$ cat config.mk
export PLATFORM = sky130hd
export DESIGN_NAME = store_word_buffer_flat
export DESIGN_NICKNAME = d
export VERILOG_FILES = /design/src/rtl/store_word_buffer_pkg.sv /design/src/rtl/store_word_buffer_if.sv /design/src/rtl/store_buf_fwd_cam.sv /design/src/rtl/store_word_buffer.sv /design/src/flat_wrapper.sv
export SDC_FILE = /design/constraint.sdc
export NUM_CORES = 1
export LEC_CHECK = 0
export ABC_AREA = 1
export CORE_MARGIN = 2
export CORE_UTILIZATION = 50
export CTS_BUF_LIST = sky130_fd_sc_hd__clkbuf_16
export CTS_CLUSTER_DIAMETER = 100
export DETAILED_ROUTE_END_ITERATION = 7
export GPL_TIMING_DRIVEN = 0
export PLACE_DENSITY_LB_ADDON = 0.12
export SYNTH_ARGS = -nofsm -noshare
export SYNTH_HDL_FRONTEND = slang
export SYNTH_SLANG_ARGS = --single-unit
$ cat constraint.sdc
create_clock -name clk -period 5.5 [get_ports clk]
set_input_delay 1.1 -clock clk [delete_from_list [all_inputs] [get_ports clk]]
set_output_delay 1.1 -clock clk [all_outputs]
set_load 0.03 [all_outputs]
$ cat src/rtl/store_word_buffer_pkg.sv
// Shared types for the store word buffer: drain FSM states, default widths, FIFO entry.
package store_buf_pkg;

  localparam int unsigned StoreAddrW = 19;
  localparam int unsigned StoreDataW = 32;

  typedef enum logic [1:0] {
    StIdle,
    StIssue,
    StRelease
  } drain_state_e;

  typedef struct packed {
    logic [StoreAddrW-1:0] addr;
    logic [StoreDataW-1:0] data;
  } entry_t;

endpackage

$ cat src/rtl/store_word_buffer_if.sv
// Store channel from the MEM stage and drain channel to the byte-serializing RAM writer.
interface store_word_buffer_if #(
  parameter int unsigned ADDR_W = 19,
  parameter int unsigned DATA_W = 32
) ();

  logic              st_valid;
  logic              st_ready;
  logic [ADDR_W-1:0] st_addr;
  logic [DATA_W-1:0] st_data;
  logic [DATA_W-1:0] ser_data_in;
  logic [ADDR_W-1:0] ser_address;
  logic              ser_write_enable;
  logic              ser_done;

  modport master (
    output st_valid, st_addr, st_data, ser_done,
    input  st_ready, ser_data_in, ser_address, ser_write_enable
  );

  modport slave (
    input  st_valid, st_addr, st_data, ser_done,
    output st_ready, ser_data_in, ser_address, ser_write_enable
  );

endinterface

$ cat src/rtl/store_buf_fwd_cam.sv
// Load-to-store forwarding: exact-address compare over occupied entries, youngest match wins.
module store_buf_fwd_cam
  import store_buf_pkg::*;
#(
  parameter int unsigned DEPTH  = 4,
  parameter int unsigned ADDR_W = StoreAddrW,
  parameter int unsigned DATA_W = StoreDataW,
  localparam int unsigned PtrW  = $clog2(DEPTH),
  localparam int unsigned CntW  = PtrW + 1
) (
  input  entry_t            entries_i [DEPTH],
  input  logic [PtrW-1:0]   rd_ptr_i,
  input  logic [CntW-1:0]   count_i,
  input  logic [ADDR_W-1:0] ld_addr_i,
  output logic              hit_o,
  output logic [DATA_W-1:0] data_o
);

  logic [PtrW-1:0] idx;

  // Walk oldest to youngest so the last match seen is the youngest one.
  always_comb begin
    hit_o  = 1'b0;
    data_o = '0;
    idx    = '0;
    for (int unsigned i = 0; i < DEPTH; i++) begin
      idx = rd_ptr_i + PtrW'(i);
      if ((CntW'(i) < count_i) && (ADDR_W'(entries_i[idx].addr) == ld_addr_i)) begin
        hit_o  = 1'b1;
        data_o = DATA_W'(entries_i[idx].data);
      end
    end
  end

endmodule

$ cat src/rtl/store_word_buffer.sv
// Store word buffer between the MEM stage and the byte-serializing RAM writer.
// Optional load forwarding is built when STORE_BUF_FWD_EN is defined.
module store_word_buffer
  import store_buf_pkg::*;
#(
  parameter int unsigned DEPTH  = 4,
  parameter int unsigned ADDR_W = StoreAddrW,
  parameter int unsigned DATA_W = StoreDataW,
  localparam int unsigned PtrW  = $clog2(DEPTH),
  localparam int unsigned CntW  = PtrW + 1
) (
  input  logic                clk,
  input  logic                rst,
  store_word_buffer_if.slave  bus,
  input  logic [ADDR_W-1:0]   ld_addr,
  output logic                ld_hit,
  output logic [DATA_W-1:0]   ld_data,
  output logic                pending,
  output logic [CntW-1:0]     count
);

  entry_t            mem_q [DEPTH];
  logic [PtrW-1:0]   wr_ptr_q, wr_ptr_d;
  logic [PtrW-1:0]   rd_ptr_q, rd_ptr_d;
  logic [CntW-1:0]   count_q, count_d;
  drain_state_e      state_q, state_d;
  logic [ADDR_W-1:0] ser_addr_q, ser_addr_d;
  logic [DATA_W-1:0] ser_data_q, ser_data_d;
  logic              push, pop;

  assign bus.st_ready = (count_q != CntW'(DEPTH));
  assign push         = bus.st_valid && bus.st_ready;

  always_comb begin
    state_d    = state_q;
    ser_addr_d = ser_addr_q;
    ser_data_d = ser_data_q;
    pop        = 1'b0;
    unique case (state_q)
      StIdle: begin
        if (count_q != '0) begin
          ser_addr_d = ADDR_W'(mem_q[rd_ptr_q].addr);
          ser_data_d = DATA_W'(mem_q[rd_ptr_q].data);
          state_d    = StIssue;
        end
      end
      StIssue: begin
        if (bus.ser_done) state_d = StRelease;
      end
      StRelease: begin
        // Head leaves only now, so it stays visible to forwarding for the whole drain.
        pop     = 1'b1;
        state_d = StIdle;
      end
      default: state_d = StIdle;
    endcase
  end

  always_comb begin
    wr_ptr_d = push ? wr_ptr_q + PtrW'(1) : wr_ptr_q;
    rd_ptr_d = pop ? rd_ptr_q + PtrW'(1) : rd_ptr_q;
    count_d  = count_q + CntW'(push) - CntW'(pop);
  end

  always_ff @(posedge clk) begin
    if (rst) begin
      wr_ptr_q   <= '0;
      rd_ptr_q   <= '0;
      count_q    <= '0;
      state_q    <= StIdle;
      ser_addr_q <= '0;
      ser_data_q <= '0;
    end else begin
      wr_ptr_q   <= wr_ptr_d;
      rd_ptr_q   <= rd_ptr_d;
      count_q    <= count_d;
      state_q    <= state_d;
      ser_addr_q <= ser_addr_d;
      ser_data_q <= ser_data_d;
    end
  end

  // Storage is qualified by count, so it needs no reset.
  always_ff @(posedge clk) begin
    if (push) begin
      mem_q[wr_ptr_q] <= '{addr: StoreAddrW'(bus.st_addr), data: StoreDataW'(bus.st_data)};
    end
  end

  // Enable drops in the done cycle so the writer does not restart at byte 0.
  assign bus.ser_write_enable = (state_q == StIssue) && !bus.ser_done && !rst;
  assign bus.ser_address      = ser_addr_q;
  assign bus.ser_data_in      = ser_data_q;
  assign pending              = (count_q != '0) || (state_q != StIdle);
  assign count                = count_q;

`ifdef STORE_BUF_FWD_EN
  store_buf_fwd_cam #(
    .DEPTH  (DEPTH),
    .ADDR_W (ADDR_W),
    .DATA_W (DATA_W)
  ) u_fwd_cam (
    .entries_i (mem_q),
    .rd_ptr_i  (rd_ptr_q),
    .count_i   (count_q),
    .ld_addr_i (ld_addr),
    .hit_o     (ld_hit),
    .data_o    (ld_data)
  );
`else
  logic unused_ld_addr;
  assign unused_ld_addr = ^ld_addr;
  assign ld_hit         = 1'b0;
  assign ld_data        = '0;
`endif

endmodule

$ cat src/flat_wrapper.sv
// flat-port wrapper written by rule: the top's interface ports become plain ports
module store_word_buffer_flat import store_buf_pkg::*;
#(
  parameter int unsigned DEPTH  = 4,
  parameter int unsigned ADDR_W = StoreAddrW,
  parameter int unsigned DATA_W = StoreDataW,
  localparam int unsigned PtrW  = $clog2(DEPTH),
  localparam int unsigned CntW  = PtrW + 1
)
  (clk, rst, ld_addr, ld_hit, ld_data, pending, count, bus_st_valid, bus_st_addr, bus_st_data, bus_ser_done, bus_st_ready, bus_ser_data_in, bus_ser_address, bus_ser_write_enable);
  store_word_buffer_if #(.ADDR_W(ADDR_W), .DATA_W(DATA_W)) bus_i ();
  input  logic clk;
  input  logic rst;
  input  logic [ADDR_W-1:0] ld_addr;
  output logic ld_hit;
  output logic [DATA_W-1:0] ld_data;
  output logic pending;
  output logic [CntW-1:0] count;
  input wire logic [$bits(bus_i.st_valid)-1:0] bus_st_valid;
  input wire logic [$bits(bus_i.st_addr)-1:0] bus_st_addr;
  input wire logic [$bits(bus_i.st_data)-1:0] bus_st_data;
  input wire logic [$bits(bus_i.ser_done)-1:0] bus_ser_done;
  output wire logic [$bits(bus_i.st_ready)-1:0] bus_st_ready;
  output wire logic [$bits(bus_i.ser_data_in)-1:0] bus_ser_data_in;
  output wire logic [$bits(bus_i.ser_address)-1:0] bus_ser_address;
  output wire logic [$bits(bus_i.ser_write_enable)-1:0] bus_ser_write_enable;
  assign bus_i.st_valid = bus_st_valid;
  assign bus_i.st_addr = bus_st_addr;
  assign bus_i.st_data = bus_st_data;
  assign bus_i.ser_done = bus_ser_done;
  assign bus_st_ready = bus_i.st_ready;
  assign bus_ser_data_in = bus_i.ser_data_in;
  assign bus_ser_address = bus_i.ser_address;
  assign bus_ser_write_enable = bus_i.ser_write_enable;
  store_word_buffer #(.DEPTH(DEPTH), .ADDR_W(ADDR_W), .DATA_W(DATA_W)) u_core (.clk(clk), .rst(rst), .bus(bus_i), .ld_addr(ld_addr), .ld_hit(ld_hit), .ld_data(ld_data), .pending(pending), .count(count));
endmodule
# Word-level counts from Yosys, hierarchy flattened

Memories as Yosys holds them, arrays and structs flattened. A register that Yosys moved wholly into a read port is not among the register bits.
Index checks and enable logic that the tools add are counted.
W data, S select, Z words.

Add/sub/neg operators: 4
Equality and inequality tests: 5
Muxes and demuxes: 6
Reductions and logical operators: 11

Operator list:

| cell                  | count |
|---|---|
| $add A2 B1 Y2 const B | 2 |
| $mux W2               | 2 |
| $pmux W2 S2           | 1 |
| $reduce_and A2 Y1     | 2 |
| $add A3 B1 Y3         | 1 |
| $logic_and A1 B1 Y1   | 3 |
| $mux W1               | 3 |
| $ne A3 B3 Y1 const B  | 1 |
| $reduce_bool A3 Y1    | 1 |
| $sub A3 B1 Y3         | 1 |
| $eq A2 B1 Y1 const B  | 1 |
| $eq A2 B2 Y1 const B  | 1 |
| $logic_not A1 Y1      | 2 |
| $logic_not A2 Y1      | 1 |
| $ne A2 B1 Y1 const B  | 1 |
| $ne A2 B2 Y1 const B  | 1 |
| $reduce_bool A2 Y1    | 1 |
| $logic_or A1 B1 Y1    | 1 |

Memories kept: 1
Flip-flop bits (word level): 9
Bits of input ports: 74
Bits in writable memories: 204

Memory list:

| name         | depth | width | read ports | clocked after Yosys merged registers in | wr ports | line                    | RTL |
|---|---|---|---|---|---|---|---|
| u_core.mem_q | 4     | 51    | 1          | 1                                       | 1        | store_word_buffer.sv:22 | `entry_t mem_q [DEPTH];` |

# Logic depth before layout (Yosys ltp)

Depth in word-level cells: 4
Mapped depth: 10
Gate-level depth less buffers: 10

# Least setup slack after synthesis

OpenSTA, ideal clock, no wires.

Path type: input to register
Start point: in bus_st_valid
End point: mem u_core.mem_q[0][0] (netlist name), enable pin
Slack: 1639 ps
Stages: 2
Path buffers: 0
Arrival: 3401 ps
Cell sequence: nand2_1 -> nor2_1

Word-level cells in the longest chain between the ends: 3

RTL lines:

| item                          | line                    | RTL |
|---|---|---|
| from (decl)                   | flat_wrapper.sv:19      | `input wire logic [$bits(bus_i.st_valid)-1:0] bus_st_valid;` |
| $logic_and A1 B1 Y1           | store_word_buffer.sv:32 | `assign push = bus.st_valid && bus.st_ready;` |
| $mux W1                       | store_word_buffer.sv:85 | `if (push) begin` |
| $mux W1 (not written as such) | store_word_buffer.sv:86 | `mem_q[wr_ptr_q] <= '{addr: StoreAddrW'(bus.st_addr), data: StoreDataW'(bus.st_data)};` |
| to (decl)                     | store_word_buffer.sv:22 |  |

No other way between the ends.

# Final worst setup path

Start point: in bus_ser_done
End point: out bus_ser_write_enable

Word-level cells in the longest chain between the ends: 3

RTL lines:

| item                             | line                    | RTL |
|---|---|---|
| from (decl)                      | flat_wrapper.sv:22      | `input wire logic [$bits(bus_i.ser_done)-1:0] bus_ser_done;` |
| $logic_not A1 Y1                 | store_word_buffer.sv:91 | `assign bus.ser_write_enable = (state_q == StIssue) && !bus.ser_done && !rst;` |
| $logic_and A1 B1 Y1 (2 in a row) | store_word_buffer.sv:91 |  |
| to (decl)                        | flat_wrapper.sv:26      | `output wire logic [$bits(bus_i.ser_write_enable)-1:0] bus_ser_write_enable;` |

No other way between the ends.

==> qor.csv <==
metric;value;unit
die_h;155.2;um
portBuffers;110;
cts-buffers-inserted;27;
max_cap_viol_count;0;
netSwitchingFraction;33.16;%
io_pins;164;
drc;0;
final_common_cell;nand2_1;
power.internal;4.019;mW
place_congestion;0.7404;
p_comb_share;31.0;%
grt_pass1_vias;7356;
syn_area;0.01143;mm^2
nets;1488;
whs_path_depth;2;
place_ws;1.911;ns
final_cell_mix;nand2_1 (364), inv_1 (280), edfxtp_1 (204);
grt_overflow;0;
seq_area_frac_synth;64.12;%
die_w;155.2;um
grt_pass1_wl;37260;um
core-area;0.02250;mm^2
clk_path_buf_depth;3;
fin_crit;3.578;ns
switchingPower;1.994;mW
hold_start;u_core.state_q[0]$_SDFFE_PP0P_;
vias;7756;
maxSlewHeadroom;36.86;%
synthCells;1229;
cts_tree;built;
yosysTopAreaCell;edfxtp_1;
clk_pin_slew;0.06;ns
worst_ep_required_time;4.40;ns
cts_root_buffer;clkbuf_16;
fillers;1908;
synth_cell_type_count;19;
syn_to_final_growth;22.14;%
crit_path_end_kind;output port;
report.final.slew_viol_count;0;
dp_hpwl;15190;um
regToRegEndpoint;u_core.mem_q[1][16]$_DFFE_PP_;
max_freq;279.5;MHz
vias_per_cell;4.528;
worst_pin_slew;0.9448;ns
rsz0062_at_grt;no;
holdWs;0.4946;ns
vdd_ir_drop_max;0.2539;mV
dieArea;0.02408;mm^2
synth.top_cell.area_share;53.61;%
setup_viol;0;
yosys_warnings;0;
postCtsSetupBuffers;0;
rrSetupSlack;3.17;ns
ant_nets;0;
cts_sinks;264;
fin_util;62.02;%
synth_area_leaders;edfxtp_1 (54%), nand2_1 (12%), dfxtp_1 (11%);
layout-drive-gt1-share;8.479;%
drt_wl_total;23750;um
worstSetupPathType;input pin to output port;
grt_max_degree;27;
cp_max_fo;2;
h-tree-depth;1;
power.density;430.8;mW/mm^2
power_frac_clock;26.5;%
r2r_cells;5;
startpoint_type;input pin;
rows;55;
post-route-period-util;65.06;%
cts_resized;0;
synth_seq_cells;264;
p_leak;6.503;nW
worstPathArrival;2.48;ns
r2r-start;u_core.count[1]$_SDFF_PP0_;
cts_hold_buf;0;
skew;0.01231;ns
first_pass_iters;5;
grt_antenna_before_repair;1;
status;complete, no violations;
drt-initial-drc-count;382;
seqPwrFrac;42.5;%
post_drt_wl_per_cell;13.86;um
fin_ws;1.922;ns
hold_violations;0;
min_path_type;flip-flop to flip-flop;
min_to;u_core.state_q[1]$_SDFFE_PP0P_;
avgSynthCellArea;9.298;um^2
worstSkewPairLatency;0.52;ns
globalRouteTotalUtil;19.86;%
initial_core_util;50.78;%
-- logic make-up (layout without fill, tap and decap cells) --
kind of cell	Yosys count	in the layout	synth area share [%]
buf+inv	359	525	14.04
flops	264	264	64.12
compound gates	3	3	0.1751
xor+xnor	1	1	0.07666
simple gates	594	594	20.73
fa+ha+maj	7	7	0.8321
other cells	1	34	0.03282
-- state kept, by name, summed over array words and instances (netlist names) --
register                flops
u_core.bus.ser_data_in     32
u_core.wr_ptr_q             2
u_core.bus.ser_address     19
u_core.state_q              2
u_core.mem_q              204
u_core.count                3
u_core.rd_ptr_q             2
-- synth_stat cells --
cell and n:
nand2_1 364, inv_1 270, edfxtp_1 204, nor2_1 121, nand3_1 107, dfxtp_1 60, buf_4 34, buf_2 25
buf_6 13, clkbuf_1 12, ha_1 6, inv_2 5, o21bai_1 2, a21oi_1 1, conb_1 1, fa_1 1
nand2_2 1, nand4_1 1, xor2_1 1
-- metal layers --
layer | vias up | part of all wire (%) | track usage, %
met2 | 227 | 50 | 35.32
met4 | 0 | 2.0 | 5.723
met3 | 41 | 6.2 | 3.064
li1 | 4022 | - | -
met5 | - | 0 | 0
met1 | 3466 | 42 | 25.31
-- how the worst max path moves through the flow --
| stage | endpoint | depth (start not counted) | startpoint |
|---|---|---|---|
| 3_3_place_gp | u_core.mem_q[3][32]$_DFFE_PP_ | 3 | bus_st_valid |
| 6_report | bus_ser_write_enable | 5 | bus_ser_done |
| 5_1_grt | bus_ser_write_enable | 5 | bus_ser_done |
| 3_5_place_dp | bus_ser_write_enable | 5 | bus_ser_done |
| 4_1_cts | bus_ser_write_enable | 5 | bus_ser_done |
| 2_1_floorplan | u_core.mem_q[0][0]$_DFFE_PP_ | 2 | bus_st_valid |
-- worst max-delay path, cell delays in order --
cell             delay, ns
clkdlybuf4s50_1       0.44
inv_1                 0.07
nand3_1               0.10
nor2_1                0.10
clkdlybuf4s50_1       0.67
-- metrics by stage --
stage	setup TNS (ns)	total power, mW	cell area, um^2	std cells
floorplan	0	3.804	11550	1261
global placement	-149.55	4.430	13010	1656
detailed placement	0	4.482	13190	1663
CTS	0	6.076	13950	1712
global route	0	6.362	13950	1712
finish	0	6.013	13960	1713
-- power by group through the flow --
stage	Sequential, mW	Combinational, mW	Clock [mW]
3_5_place_dp	2.60	1.88	0
3_3_place_gp	2.62	1.81	0
6_report	2.56	1.86	1.59
2_1_floorplan	2.86	0.943	0
5_1_grt	2.59	2.07	1.70
4_1_cts	2.56	1.89	1.62
-- area by class of cell --
cell class / count / area, um^2 / share of cell area, %
diodes: 1 / 2.502 / 0.01793
repair buffers: 117 / 1256 / 9.000
multi-input cells: 638 / 2646 / 18.96
clock inverters: 22 / 88.84 / 0.6365
inverters: 275 / 1032 / 7.396
flip-flops and latches: 264 / 7327 / 52.50
clock buffers: 27 / 675.6 / 4.841
plain buffers: 84 / 571.8 / 4.097
well taps: 285 / 356.6 / 2.555
Note: power is estimated with default switching activity, not from simulation.
